File: src/rtl/ram_arb_pkg.sv
// Shared types and defaults for the two-requester RAM front-end.
package ram_arb_pkg;

   localparam int unsigned ADDR_WIDTH_DEF = 2;
   localparam int unsigned DATA_WIDTH_DEF = 4;

   typedef enum logic {
      ST_INIT,
      ST_RUN
   } state_t;

   typedef logic req_id_t;

endpackage

File: src/rtl/rr_arb2.sv
// Two-way round-robin grant: on a tie the requester that did not win last time is chosen.
module rr_arb2
   import ram_arb_pkg::*;
(
   input  logic [1:0] valid,
   input  req_id_t    last_gnt,
   output logic [1:0] gnt,
   output req_id_t    gnt_id
);

   always_comb begin
      gnt    = '0;
      gnt_id = 1'b0;
      case (valid)
         2'b01: begin
            gnt    = 2'b01;
            gnt_id = 1'b0;
         end
         2'b10: begin
            gnt    = 2'b10;
            gnt_id = 1'b1;
         end
         2'b11: begin
            gnt_id = ~last_gnt;
            gnt    = last_gnt ? 2'b01 : 2'b10;
         end
         default: ;
      endcase
   end

endmodule

File: src/rtl/ram4x4_arbiter.sv
// Round-robin front-end sharing one single-port RAM between two clients,
// with a post-reset hold-off and per-requester routing of read data.
module ram4x4_arbiter
   import ram_arb_pkg::*;
#(
   parameter int unsigned ADDR_WIDTH  = ADDR_WIDTH_DEF,
   parameter int unsigned DATA_WIDTH  = DATA_WIDTH_DEF,
   parameter int unsigned INIT_CYCLES = 4
) (
   input  logic                    clk,
   input  logic                    reset,
   input  logic [1:0]              req_valid,
   input  logic [1:0]              req_we,
   input  logic [2*ADDR_WIDTH-1:0] req_addr,
   input  logic [2*DATA_WIDTH-1:0] req_wdata,
   output logic [1:0]              req_ready,
   output logic [1:0]              rsp_valid,
   output logic [DATA_WIDTH-1:0]   rsp_rdata,
   output logic                    mem_sel,
   output logic [ADDR_WIDTH-1:0]   mem_addr,
   output logic [DATA_WIDTH-1:0]   mem_din,
   input  logic [DATA_WIDTH-1:0]   mem_dout,
   output logic                    init_done
);

   localparam int unsigned CNT_W = (INIT_CYCLES > 1) ? $clog2(INIT_CYCLES) : 1;
   localparam logic [CNT_W-1:0] CNT_LAST = CNT_W'(INIT_CYCLES - 1);

   state_t                  state_q, state_d;
   logic [CNT_W-1:0]        cnt_q, cnt_d;
   req_id_t                 last_gnt_q, last_gnt_d;
   logic [ADDR_WIDTH-1:0]   addr_hold_q, addr_hold_d;
   logic [DATA_WIDTH-1:0]   din_hold_q, din_hold_d;
   logic                    rsp_pend_q, rsp_pend_d;
   req_id_t                 rsp_id_q, rsp_id_d;

   logic                    run;
   logic [1:0]              arb_valid;
   logic [1:0]              gnt;
   req_id_t                 gnt_id;
   logic [ADDR_WIDTH-1:0]   sel_addr;
   logic [DATA_WIDTH-1:0]   sel_wdata;

   // Reset is synchronous, so outputs are also masked while it is asserted
   // to keep the RAM pins and response quiet during the reset cycle itself.
   assign run       = (state_q == ST_RUN) && !reset;
   assign arb_valid = run ? req_valid : 2'b00;
   assign sel_addr  = gnt_id ? req_addr[2*ADDR_WIDTH-1:ADDR_WIDTH]  : req_addr[ADDR_WIDTH-1:0];
   assign sel_wdata = gnt_id ? req_wdata[2*DATA_WIDTH-1:DATA_WIDTH] : req_wdata[DATA_WIDTH-1:0];

   rr_arb2 u_arb (
      .valid    (arb_valid),
      .last_gnt (last_gnt_q),
      .gnt      (gnt),
      .gnt_id   (gnt_id)
   );

   always_comb begin
      state_d     = state_q;
      cnt_d       = cnt_q;
      last_gnt_d  = last_gnt_q;
      addr_hold_d = addr_hold_q;
      din_hold_d  = din_hold_q;
      rsp_pend_d  = 1'b0;
      rsp_id_d    = rsp_id_q;
      req_ready   = '0;
      mem_sel     = 1'b0;
      mem_addr    = '0;
      mem_din     = '0;

      case (state_q)
         ST_INIT: begin
            cnt_d = cnt_q + CNT_W'(1);
            if (cnt_q == CNT_LAST) begin
               state_d = ST_RUN;
            end
         end
         ST_RUN: begin
            if (run) begin
               mem_addr = addr_hold_q;
               mem_din  = din_hold_q;
            end
            if (|gnt) begin
               req_ready   = gnt;
               mem_sel     = req_we[gnt_id];
               mem_addr    = sel_addr;
               mem_din     = sel_wdata;
               last_gnt_d  = gnt_id;
               addr_hold_d = sel_addr;
               din_hold_d  = sel_wdata;
               rsp_pend_d  = ~req_we[gnt_id];
               rsp_id_d    = gnt_id;
            end
         end
         default: state_d = ST_INIT;
      endcase
   end

   always_ff @(posedge clk) begin
      if (reset) begin
         state_q     <= ST_INIT;
         cnt_q       <= '0;
         last_gnt_q  <= 1'b1;
         addr_hold_q <= '0;
         din_hold_q  <= '0;
         rsp_pend_q  <= 1'b0;
         rsp_id_q    <= 1'b0;
      end else begin
         state_q     <= state_d;
         cnt_q       <= cnt_d;
         last_gnt_q  <= last_gnt_d;
         addr_hold_q <= addr_hold_d;
         din_hold_q  <= din_hold_d;
         rsp_pend_q  <= rsp_pend_d;
         rsp_id_q    <= rsp_id_d;
      end
   end

   assign rsp_valid = (rsp_pend_q && !reset) ? (rsp_id_q ? 2'b10 : 2'b01) : 2'b00;
   assign rsp_rdata = (|rsp_valid) ? mem_dout : '0;
   assign init_done = (state_q == ST_RUN) && !reset;

endmodule

File: config.mk
export PLATFORM = sky130hd
export DESIGN_NAME = ram4x4_arbiter
export DESIGN_NICKNAME = d
export VERILOG_FILES = /design/src/rtl/ram_arb_pkg.sv /design/src/rtl/rr_arb2.sv /design/src/rtl/ram4x4_arbiter.sv
export SDC_FILE = /design/constraint.sdc
export NUM_CORES = 1
export LEC_CHECK = 0
export BUFFER_PORTS_ARGS = -buffer_cell sky130_fd_sc_hd__clkbuf_2
export CELL_PAD_IN_SITES_DETAIL_PLACEMENT = 1
export CELL_PAD_IN_SITES_GLOBAL_PLACEMENT = 1
export CORE_MARGIN = 2
export CORE_UTILIZATION = 27
export DETAILED_ROUTE_END_ITERATION = 12
export GPL_TIMING_DRIVEN = 1
export PLACE_DENSITY_LB_ADDON = 0.3
export SYNTH_ARGS = -nofsm -noshare
export SYNTH_HDL_FRONTEND = slang
export SYNTH_SLANG_ARGS = --single-unit
File: constraint.sdc
create_clock -name clk -period 1.25 [get_ports clk]
set_clock_uncertainty 0.15 [all_clocks]
set_input_delay 0.125 -clock clk [delete_from_list [all_inputs] [get_ports clk]]
set_output_delay 0.125 -clock clk [all_outputs]
set_load 0.005 [all_outputs]
==> flow_summary.json, run 1 <==
{
  "cp.required_ns": 0.98,
  "synth_edf_count": 0,
  "first_iter_violations": 10,
  "dpl.hpwl_um": 1720,
  "syn_nets": 101,
  "htree_num_levels": 1,
  "io_buffers": 37,
  "insertedDiodeCount": 0,
  "grt_util_all_layers": 0.166,
  "path_class": "register to output port",
  "path_clk_slew_ns": 0.09,
  "hp-start": "req_we[0]",
  "yosys_warnings": 0,
  "r2r_start": "state_q",
  "async_reset_ff_frac": 0,
  "clock.fmax_ghz": 0.606,
  "routed_wl_um": 2400,
  "ant_nets": 0,
  "core_area_sq_um": 2500,
  "reg2reg_to": "addr_hold_q[1]",
  "ios": 38,
  "outcome": "complete, but fails checks",
  "synth_top_area_share": 0.335,
  "fin_crit_ns": 1.65,
  "grt_pass1_wl_um": 3950,
  "synth_flop_cell": "dfxtp_1",
  "path_max_fanout": 6,
  "clkLatencyLatePin_ns": 0.28,
  "ys_top_cells_by_count": "dfxtp_1 (12), nor2_1 (9), mux2i_1 (8)",
  "dieArea_sq_um": 3080,
  "routabilityCongestion": 0.763,
  "synthCells": 78,
  "cap_violations": 0,
  "worstPathArrival_ns": 1.37,
  "setup_viol": 23,
  "die_y_um": 55.5,
  "vias": 791,
  "worstHoldPathType": "input port to register",
  "rsz0062_at_grt": "true",
  "cp-end-kind": "output port",
  "std_cell_rows": 18,
  "cts_buffer_depth": 2,
  "cts_buffers": 3,
  "holdPathEnd": "rsp_pend_q",
  "cts.sinks": 12,
  "synthTopCellsByArea": "dfxtp_1 (34%), mux2i_1 (11%), a211oi_2 (5.2%)",
  "start_util": 0.287,
  "max-vdd-ir-drop_uv": 478,
  "grt_max_degree": 8,
  "root_buffer": "clkbuf_4",
  "whs_ns": 0.0235,
  "maxSlewViolCount": 0,
  "setup_slack_ns": -0.400,
  "worstMarginPinSlew_ns": 0.335,
  "ys_seq_area_frac": 0.335,
  "viasPerCell": 4.79,
  "hold_depth": 3,
  "fin_crit_sh": 1.32,
  "grt_pass1_vias": 833,
  "cts-hold-fix-buffers": 0,
  "antenna_found_initial": 0,
  "synth.avg_cell_area_sq_um": 9.19,
  "syn2layout_area_growth_pct": 68.8,
  "drt-wirelength-per-cell_um": 14.5,
  "layout-drive-gt1-share": 0.674,
  "r2r_slack_ns": -0.32,
  "n_fill_cell": 311,
  "p_leak_nw": 0.565,
  "hold_viol": 0,
  "synth_area_sq_um": 717,
  "drc": 0,
  "yosysTopAreaCell": "dfxtp_1",
  "power_density_nw_per_um2": 854,
  "max_slew_margin": 0.776,
  "tns_ns": -6.27,
  "synth_seq_cells": 12,
  "reg2reg_depth": 6,
  "synth_most_common_cell": "dfxtp_1",
  "drtPass1Iterations": 2,
  "fin_nets": 159,
  "cts_tree": "built",
  "dieWidth_um": 55.5,
  "synth_cell_types": 26,
  "failed_checks": "setup timing",
  "cp-start-kind": "register",
  "grt-ovfl-total": 0
}
power by group:
| group | leakage, nW | switching, mW | total (mW) | internal [mW] |
|---|---|---|---|---|
| sequential | 0.0978 | 0.0272 | 0.442 | 0.415 |
| combinational | 0.447 | 0.127 | 0.268 | 0.141 |
| clock | 0.0210 | 0.147 | 0.324 | 0.177 |
registers in the layout, summed over array words and instances, names as in the netlist:
signal,cells
addr_hold_q,2
cnt_q,2
din_hold_q,4
last_gnt_q,1
rsp_id_q,1
rsp_pend_q,1
state_q,1
critical path, stage by stage (launching register included):
cell	delay, ns
dfxtp_4	0.40
nor2b_4	0.25
o21ai_2	0.16
o21ai_1	0.16
clkbuf_2	0.12
cells by family (layout without fill, tap and decap cells):
kind of cell	Yosys count	count (layout)	share of synthesized area
buf+inv	5	61	0.0715
mux	8	8	0.112
flops	12	12	0.335
fa+ha+maj	1	1	0.0174
xor+xnor	1	1	0.0122
compound gates	16	17	0.178
simple gates	35	35	0.274
worst max path at each step:
stage                            start  cells past startpoint            end
after floorplan                state_q                      6  din_hold_q[2]
after global placement    req_valid[0]                      5    mem_addr[1]
after detailed placement    last_gnt_q                      5    mem_addr[1]
after CTS                      state_q                      5        mem_sel
after global routing           state_q                      5     mem_din[3]
final                          state_q                      4     mem_din[0]
placed cells by master, fill, tap and decap left out, drive strengths merged:
master	count
clkbuf	35
buf	26
dfxtp	12
nor2	12
mux2i	8
o21ai	8
nand3	7
and2	6
a211oi	6
nand2	4
nor2b	3
nand2b	1
and3	1
nor3b	1
a21oi	1
o21a	1
xor2	1
a211o	1
ha	1
cell type report:
cell class	count	area (sq um)	area share
sequential	12	245	0.203
clock buffer	4	36.3	0.0300
multi-input combinational	62	523	0.432
timing repair buffer	57	368	0.304
tap	30	37.5	0.0310
through the flow:
| step | setup WS (ns) | utilization | cell area (sq um) | instances | total power, mW |
|---|---|---|---|---|---|
| after floorplan | -0.0787 | - | 728 | 78 | 0.570 |
| after global placement | -0.151 | 0.404 | 1010 | 154 | 0.655 |
| after detailed placement | -0.166 | 0.404 | 1010 | 154 | 0.668 |
| after CTS | -0.413 | 0.469 | 1170 | 163 | 1.03 |
| after global routing | -0.469 | 0.484 | 1210 | 165 | 1.09 |
| final | -0.400 | 0.484 | 1210 | 165 | 1.03 |
per-layer routing:
layer | share of wire | vias up | GRT usage
met2 | 0.57 | 29 | 0.330
met5 | 0 | - | 0
met4 | 0.0050 | 0 | 0.0627
met1 | 0.37 | 372 | 0.168
li1 | - | 388 | -
met3 | 0.058 | 2 | 0.0304
repair_timing:
action | CTS | global route
endpoints found under the setup margin | 23 | 23
setup buffers | 5 | 2
gates cloned | 1 | 0
pin swaps | 8 | 3
gates resized for setup | 21 | 9
Note: power is estimated with default switching activity, not from simulation.
==> run 2, diff against run 1 <==
- SYNTH_HIERARCHICAL: default -> 1
==> run 2 against run 1 <==
Compared with the run above: the flow still finishes with violations (setup timing); maximum frequency decreased by 20%; first-iteration DRC count shrank 50%; flip-flop and latch count stayed put; wire length is 10% higher; worst setup slack worse by 0.42 ns; cell area is 14% higher; critical path depth is 3 higher; clock-buffer cell count unchanged; critical path type unchanged; largest cell class unchanged; largest power group unchanged.
==> flow_summary.json, run 2 <==
{
  "cap_violations": 0,
  "p_sw_uw": 275,
  "switching_share": 0.278,
  "multi_input_area_sq_um": 599,
  "p_int_uw": 714,
  "synthTopCellsByArea": "dfxtp_1 (34%), mux2i_1 (11%), and2_1 (8.0%)",
  "ys_seq_area_frac": 0.340,
  "cp-start-kind": "register",
  "routabilityCongestion": 0.674,
  "drt-wirelength-per-cell_um": 15.1,
  "antenna_found_initial": 0,
  "cp-end-kind": "output port",
  "cts_tree": "built",
  "synthSimpleGateAreaFrac": 0.264,
  "grt_pass1_wl_um": 3470,
  "start_util": 0.285,
  "rsz0062_at_grt": "true",
  "maxSlewViolCount": 0,
  "reg2reg_to": "din_hold_q[1]",
  "seq_power_share": 0.419,
  "grt_pass1_vias": 793,
  "viasPerCell": 4.73,
  "htree_num_levels": 1,
  "fin_crit_ns": 2.07,
  "yosysTopAreaCell": "dfxtp_1",
  "critical_path.top_delay_family": "simple AND/OR/NAND/NOR gates",
  "synth_compound_area_frac": 0.202,
  "failed_checks": "setup timing",
  "vias": 828,
  "critPathBufInv": 2,
  "r2r_start": "state_q",
  "yosys_warnings": 6,
  "root_buffer": "clkbuf_4",
  "slowest_stage": "dfxtp_2",
  "hold_depth": 3,
  "reg2reg_depth": 9,
  "cp_cell_sequence": "nor2b_4 > and2_4 > a21boi_4 > buf_6 > mux2i_4 > o21ai_1 > buf_2",
  "critPathMaxStageDelay_ns": 0.33,
  "synth_cell_types": 22,
  "fin_crit_sh": 1.66,
  "clkLatencyLatePin_ns": 0.28,
  "dpl.hpwl_um": 1620,
  "cts_buffer_depth": 2,
  "dieArea_sq_um": 3040,
  "dieWidth_um": 55.2,
  "max-vdd-ir-drop_uv": 484,
  "first_iter_violations": 5,
  "total_power_uw": 989,
  "regMostFlops": "din_hold_q",
  "std_cell_rows": 18,
  "hold_viol": 0,
  "seq_area_sq_um": 241,
  "outcome": "complete, but fails checks",
  "final_common_cell": "clkbuf_2",
  "io_buffers": 37,
  "synth_top_family_by_area": "simple AND/OR/NAND/NOR gates",
  "r2r_slack_ns": -0.65,
  "syn_nets": 104,
  "syn2layout_area_growth_pct": 95.0,
  "final_cell_mix": "clkbuf_2 (25), buf_6 (16), buf_4 (16), dfxtp_1 (11), nor2_1 (9)",
  "power.share.clock": 0.335,
  "layout-drive-gt1-share": 0.717,
  "combPwrFrac": 0.246,
  "cts_buffers": 3,
  "ios": 38,
  "synth_most_common_cell": "dfxtp_1",
  "grt_util_all_layers": 0.164,
  "fin_nets": 169,
  "p_leak_nw": 0.630,
  "holdPathEnd": "addr_hold_q[0]",
  "power_density_nw_per_um2": 718,
  "async_reset_ff_frac": 0,
  "cts-hold-fix-buffers": 0,
  "cp.required_ns": 0.98,
  "core_area_sq_um": 2480,
  "synth.avg_cell_area_sq_um": 8.73,
  "setup_viol": 25,
  "synthCells": 81,
  "synth_flop_cell": "dfxtp_1",
  "synthXorXnorAreaFrac": 0.0124,
  "synth_adder_area_share": 0.0177,
  "path_clk_slew_ns": 0.09,
  "yosys-mux-area-fraction": 0.113,
  "worstPathArrival_ns": 1.80,
  "path_max_fanout": 4,
  "reg_top3": "din_hold_q: 4 flops, addr_hold_q: 2 flops, cnt_q: 2 flops",
  "routed_wl_um": 2650,
  "largest_register_ffs": 4,
  "insertedDiodeCount": 0,
  "grt_max_degree": 15,
  "grt-ovfl-total": 0,
  "drc": 0,
  "hp-start": "req_addr[0]",
  "ys_top_cells_by_count": "dfxtp_1 (12), nand2_1 (10), nor2_1 (10), and2_1 (9), mux2i_1 (8)",
  "ant_nets": 0,
  "die_y_um": 55.2,
  "synth_area_sq_um": 707,
  "drtPass1Iterations": 4,
  "final_core_util": 0.557,
  "max_slew_margin": 0.793,
  "cts.sinks": 12,
  "synth_edf_count": 0,
  "setup_slack_ns": -0.821,
  "n_fill_cell": 298,
  "synth_top_area_share": 0.340,
  "clock.fmax_ghz": 0.483,
  "path_class": "register to output port",
  "worstHoldPathType": "input port to register",
  "worstMarginPinSlew_ns": 0.309,
  "synth_seq_cells": 12
}
==> run 2: cell count changes after synthesis, sizes merged, moves of 3 or more <==
cell and change:
nand3 -7, a21boi +3, and2 +3, nand2 +6
==> run 2: what timing repair did <==
action	4_1_cts	5_1_grt
buffers inserted	12	6
cloned	0	0
resized for setup	9	41
pin swaps	8	13
endpoints found under the setup margin	25	25
==> run 2: power groups by stage <==
stage	Clock (mW)	Combinational [mW]	Sequential (mW)
after global placement	0	0.165	0.421
final	0.332	0.243	0.415
after CTS	0.345	0.207	0.414
after global routing	0.360	0.262	0.418
after detailed placement	0	0.174	0.424
after floorplan	0	0.104	0.420
==> run 2: worst max-delay path by stage <==
stage,start,endpoint,slack (ns),cells past startpoint
after floorplan,state_q,addr_hold_q[1],-0.41,8
after global placement,state_q,mem_din[0],-0.52,7
after detailed placement,state_q,mem_din[0],-0.54,7
after CTS,state_q,mem_din[0],-0.80,7
after global routing,state_q,mem_din[2],-0.88,7
final,state_q,mem_din[0],-0.82,7
==> run 2: per-layer routing <==
layer	part of all wire	global-route usage
met1	0.38	0.178
met3	0.040	0.0484
met5	0	0
met2	0.57	0.306
met4	0.0034	0.0488
==> run 2: worst reg2reg max path, cell delays in order (launching register included) <==
cell	delay, ns
dfxtp_2	0.33
nor2b_4	0.16
and2_4	0.18
a21boi_4	0.28
buf_6	0.14
buf_6	0.08
o21a_4	0.17
buf_6	0.14
nor2_1	0.06
a211oi_2	0.14
==> run 2: metrics by stage <==
stage,hold slack (ns),setup WS (ns),cell area [sq um],TNS (ns),cells
2_1_floorplan,0.0478,-0.415,774,-6.58,81
6_report,0.0621,-0.821,1380,-12.66,175
3_3_place_gp,0.271,-0.515,1040,-6.62,155
5_1_grt,0.0910,-0.884,1380,-14.22,175
4_1_cts,0.0589,-0.800,1200,-11.04,169
3_5_place_dp,0.279,-0.542,1040,-7.78,155
==> run 2: cells by family (layout without fill, tap and decap cells) <==
| logic type | Yosys count | in the layout |
|---|---|---|
| buffers and inverters | 5 | 69 |
| adder cells (fa/ha/maj) | 1 | 1 |
| AO/OA/AOI/OAI | 19 | 19 |
| flip-flops | 12 | 12 |
| multiplexers | 8 | 8 |
| XOR/XNOR | 1 | 1 |
| AND/OR/NAND/NOR | 35 | 35 |
==> run 2: area by class of cell <==
| cell class | instances | area share |
|---|---|---|
| Tap cell | 30 | 0.0272 |
| Sequential cell | 12 | 0.175 |
| Multi-Input combinational cell | 64 | 0.435 |
| Inverter | 1 | 0.00272 |
| Clock buffer | 4 | 0.0263 |
| Timing Repair Buffer | 64 | 0.334 |
==> run 3, diff against run 2 <==
- ABC_AREA: default -> 1
- CORE_UTILIZATION: 27 -> 25
- SYNTH_HIERARCHICAL: 1 -> default
==> run 3 against run 2 <==
Compared with the run above: the flow still finishes with violations (setup timing); worst setup slack improved by 0.38 ns; sequential share of layout area is 1.8 points higher; critical path depth increased by 1; maximum frequency is 22% higher; largest power group unchanged; cell count up 10%; register-to-register slack improved by 0.41 ns; power decreased by 1.6%; worst hold slack got worse by 0.041 ns; cell area is 8.9% lower.
==> flow_summary.json, run 3 <==
{
  "routabilityCongestion": 0.764,
  "path_max_fanout": 7,
  "cp-start-kind": "register",
  "dieArea_sq_um": 3140,
  "std_cell_rows": 18,
  "drc": 0,
  "synth_area_sq_um": 677,
  "cp-end-kind": "output port",
  "path_class": "register to output port",
  "synthTopCellsByArea": "dfxtp_1 (35%), inv_1 (11%), nand2_1 (11%)",
  "core_area_sq_um": 2520,
  "clock.fmax_ghz": 0.591,
  "drt-wirelength-per-cell_um": 13.9,
  "setup_slack_ns": -0.442,
  "cp.depth": 8,
  "syn_nets": 126,
  "cpMostUsedCell": "buf_6",
  "maxSlewViolCount": 0,
  "synth_seq_cells": 12,
  "fin_crit_ns": 1.69,
  "fin_crit_sh": 1.35,
  "synth_flop_cell": "dfxtp_1",
  "path_clk_slew_ns": 0.08,
  "reg2reg_depth": 9,
  "viasPerCell": 4.63,
  "grt-ovfl-total": 0,
  "worstPathArrival_ns": 1.42,
  "cts_buffer_depth": 2,
  "final_common_cell": "clkbuf_2",
  "max_slew_margin": 0.814,
  "startpoint": "state_q",
  "grt_max_degree": 11,
  "largest_register_ffs": 4,
  "clkLatencyLatePin_ns": 0.27,
  "cap_violations": 0,
  "ant_nets": 0,
  "holdPathEnd": "rsp_pend_q",
  "syn2layout_area_growth_pct": 85.6,
  "regMostFlops": "din_hold_q",
  "vias": 893,
  "root_buffer": "clkbuf_4",
  "critical_path.top_delay_family": "buffers and inverters",
  "synth_most_common_cell": "inv_1",
  "dieWidth_um": 56.0,
  "cts.sinks": 12,
  "grt_pass1_wl_um": 4370,
  "r2r_start": "state_q",
  "cts_buffers": 3,
  "ios": 38,
  "power_density_nw_per_um2": 775,
  "final_cell_mix": "clkbuf_2 (32), inv_1 (20), buf_6 (13), buf_4 (11), dfxtp_1 (10)",
  "preCtsSetupSlack_ns": -0.154,
  "synth_cell_types": 18,
  "first_iter_violations": 10,
  "fin_nets": 188,
  "p_leak_nw": 0.652,
  "reg2reg_to": "din_hold_q[0]",
  "worstMarginPinSlew_ns": 0.278,
  "whs_ns": 0.0213,
  "hold_depth": 4,
  "dpl.hpwl_um": 1840,
  "cp.required_ns": 0.98,
  "grt_pass1_vias": 985,
  "synth.avg_cell_area_sq_um": 6.57,
  "reg_top3": "din_hold_q: 4 flops, addr_hold_q: 2 flops, cnt_q: 2 flops",
  "synthCells": 103,
  "die_y_um": 56.0,
  "yosysTopAreaCell": "dfxtp_1",
  "routed_wl_um": 2680,
  "start_util": 0.268,
  "critPathBufInv": 4,
  "synth_top_area_share": 0.355,
  "slowest_stage": "dfxtp_2",
  "ys_seq_area_frac": 0.355,
  "async_reset_ff_frac": 0,
  "grt_util_all_layers": 0.176,
  "io_buffers": 37,
  "outcome": "complete, but fails checks",
  "worstHoldPathType": "input port to register",
  "synth_edf_count": 0,
  "total_power_uw": 974,
  "setup_viol": 17,
  "r2r_slack_ns": -0.24,
  "yosys_warnings": 0,
  "cts_tree": "built",
  "htree_num_levels": 1,
  "hold_viol": 0,
  "antenna_found_initial": 0,
  "failed_checks": "setup timing",
  "cp_cell_sequence": "inv_2 > nor2_4 > buf_6 > buf_6 > nand4_1 > nand3_2 > o21ai_1 > clkbuf_2",
  "insertedDiodeCount": 0,
  "ys_top_cells_by_count": "inv_1 (20), nand2_1 (19), dfxtp_1 (12), nor2_1 (12), a21oi_1 (9)",
  "hp-start": "req_we[0]",
  "rsz0062_at_grt": "true",
  "layout-drive-gt1-share": 0.601,
  "critPathMaxStageDelay_ns": 0.34,
  "drtPass1Iterations": 4,
  "max-vdd-ir-drop_uv": 605
}
[run 3: cells by family after synthesis]
family / after synthesis / synth area share
DFF: 12 / 0.355
adders and majority gates: 1 / 0.0185
AOI/OAI and AO/OA: 18 / 0.142
xor gates and xnor gates: 1 / 0.0129
and+or+nand+nor: 45 / 0.314
buffers and inverters: 26 / 0.157
[run 3: metal layers]
metal / GRT usage / wire, um
met5: 0 / 0
met1: 0.193 / 1000
met4: 0.0510 / 23
met3: 0.0233 / 109
met2: 0.345 / 1540
[run 3: how the worst max path moves through the flow]
stage	endpoint	slack [ns]
4_1_cts	mem_din[3]	-0.44
2_1_floorplan	mem_sel	-0.01
6_report	mem_din[1]	-0.44
3_3_place_gp	mem_addr[0]	-0.12
5_1_grt	mem_din[2]	-0.54
3_5_place_dp	mem_din[3]	-0.15
[run 3: final cells by class]
type	count	area, sq um
fill	349	1270
sequential	12	243
multi-input combinational	66	458
clock buffer	3	22.5
tap	30	37.5
inverter	23	91.3
timing repair buffer	59	404
[run 3: repair_timing]
action / in CTS / in global routing
pin swaps: 10 / 9
gates resized for setup: 36 / 21
hold endpoints to repair: 0 / 0
gates cloned: 1 / 0
hold buffers: 0 / 0
setup endpoints to repair: 18 / 23
setup buffers: 9 / 3
[run 3: tightest hold or removal path, cell delays in order]
cell	delay (ns)
clkbuf_2	0.08
nand2_1	0.09
nand2_2	0.08
nor2_1	0.03
[run 3: where the power goes]
group          total, mW  internal [mW]  switching (mW)
Clock              0.241          0.112           0.129
Combinational      0.301          0.145           0.156
Sequential         0.432          0.415          0.0171
Total              0.974          0.671           0.303
[run 3: stage by stage]
| stage | setup TNS (ns) | utilization | cells | instance area (sq um) |
|---|---|---|---|---|
| 2_1_floorplan | -0.0122 | - | 103 | 682 |
| 3_3_place_gp | -0.690 | 0.386 | 179 | 975 |
| 3_5_place_dp | -1.12 | 0.386 | 179 | 975 |
| 4_1_cts | -4.56 | 0.470 | 191 | 1180 |
| 5_1_grt | -5.90 | 0.498 | 193 | 1260 |
| 6_report | -4.53 | 0.498 | 193 | 1260 |
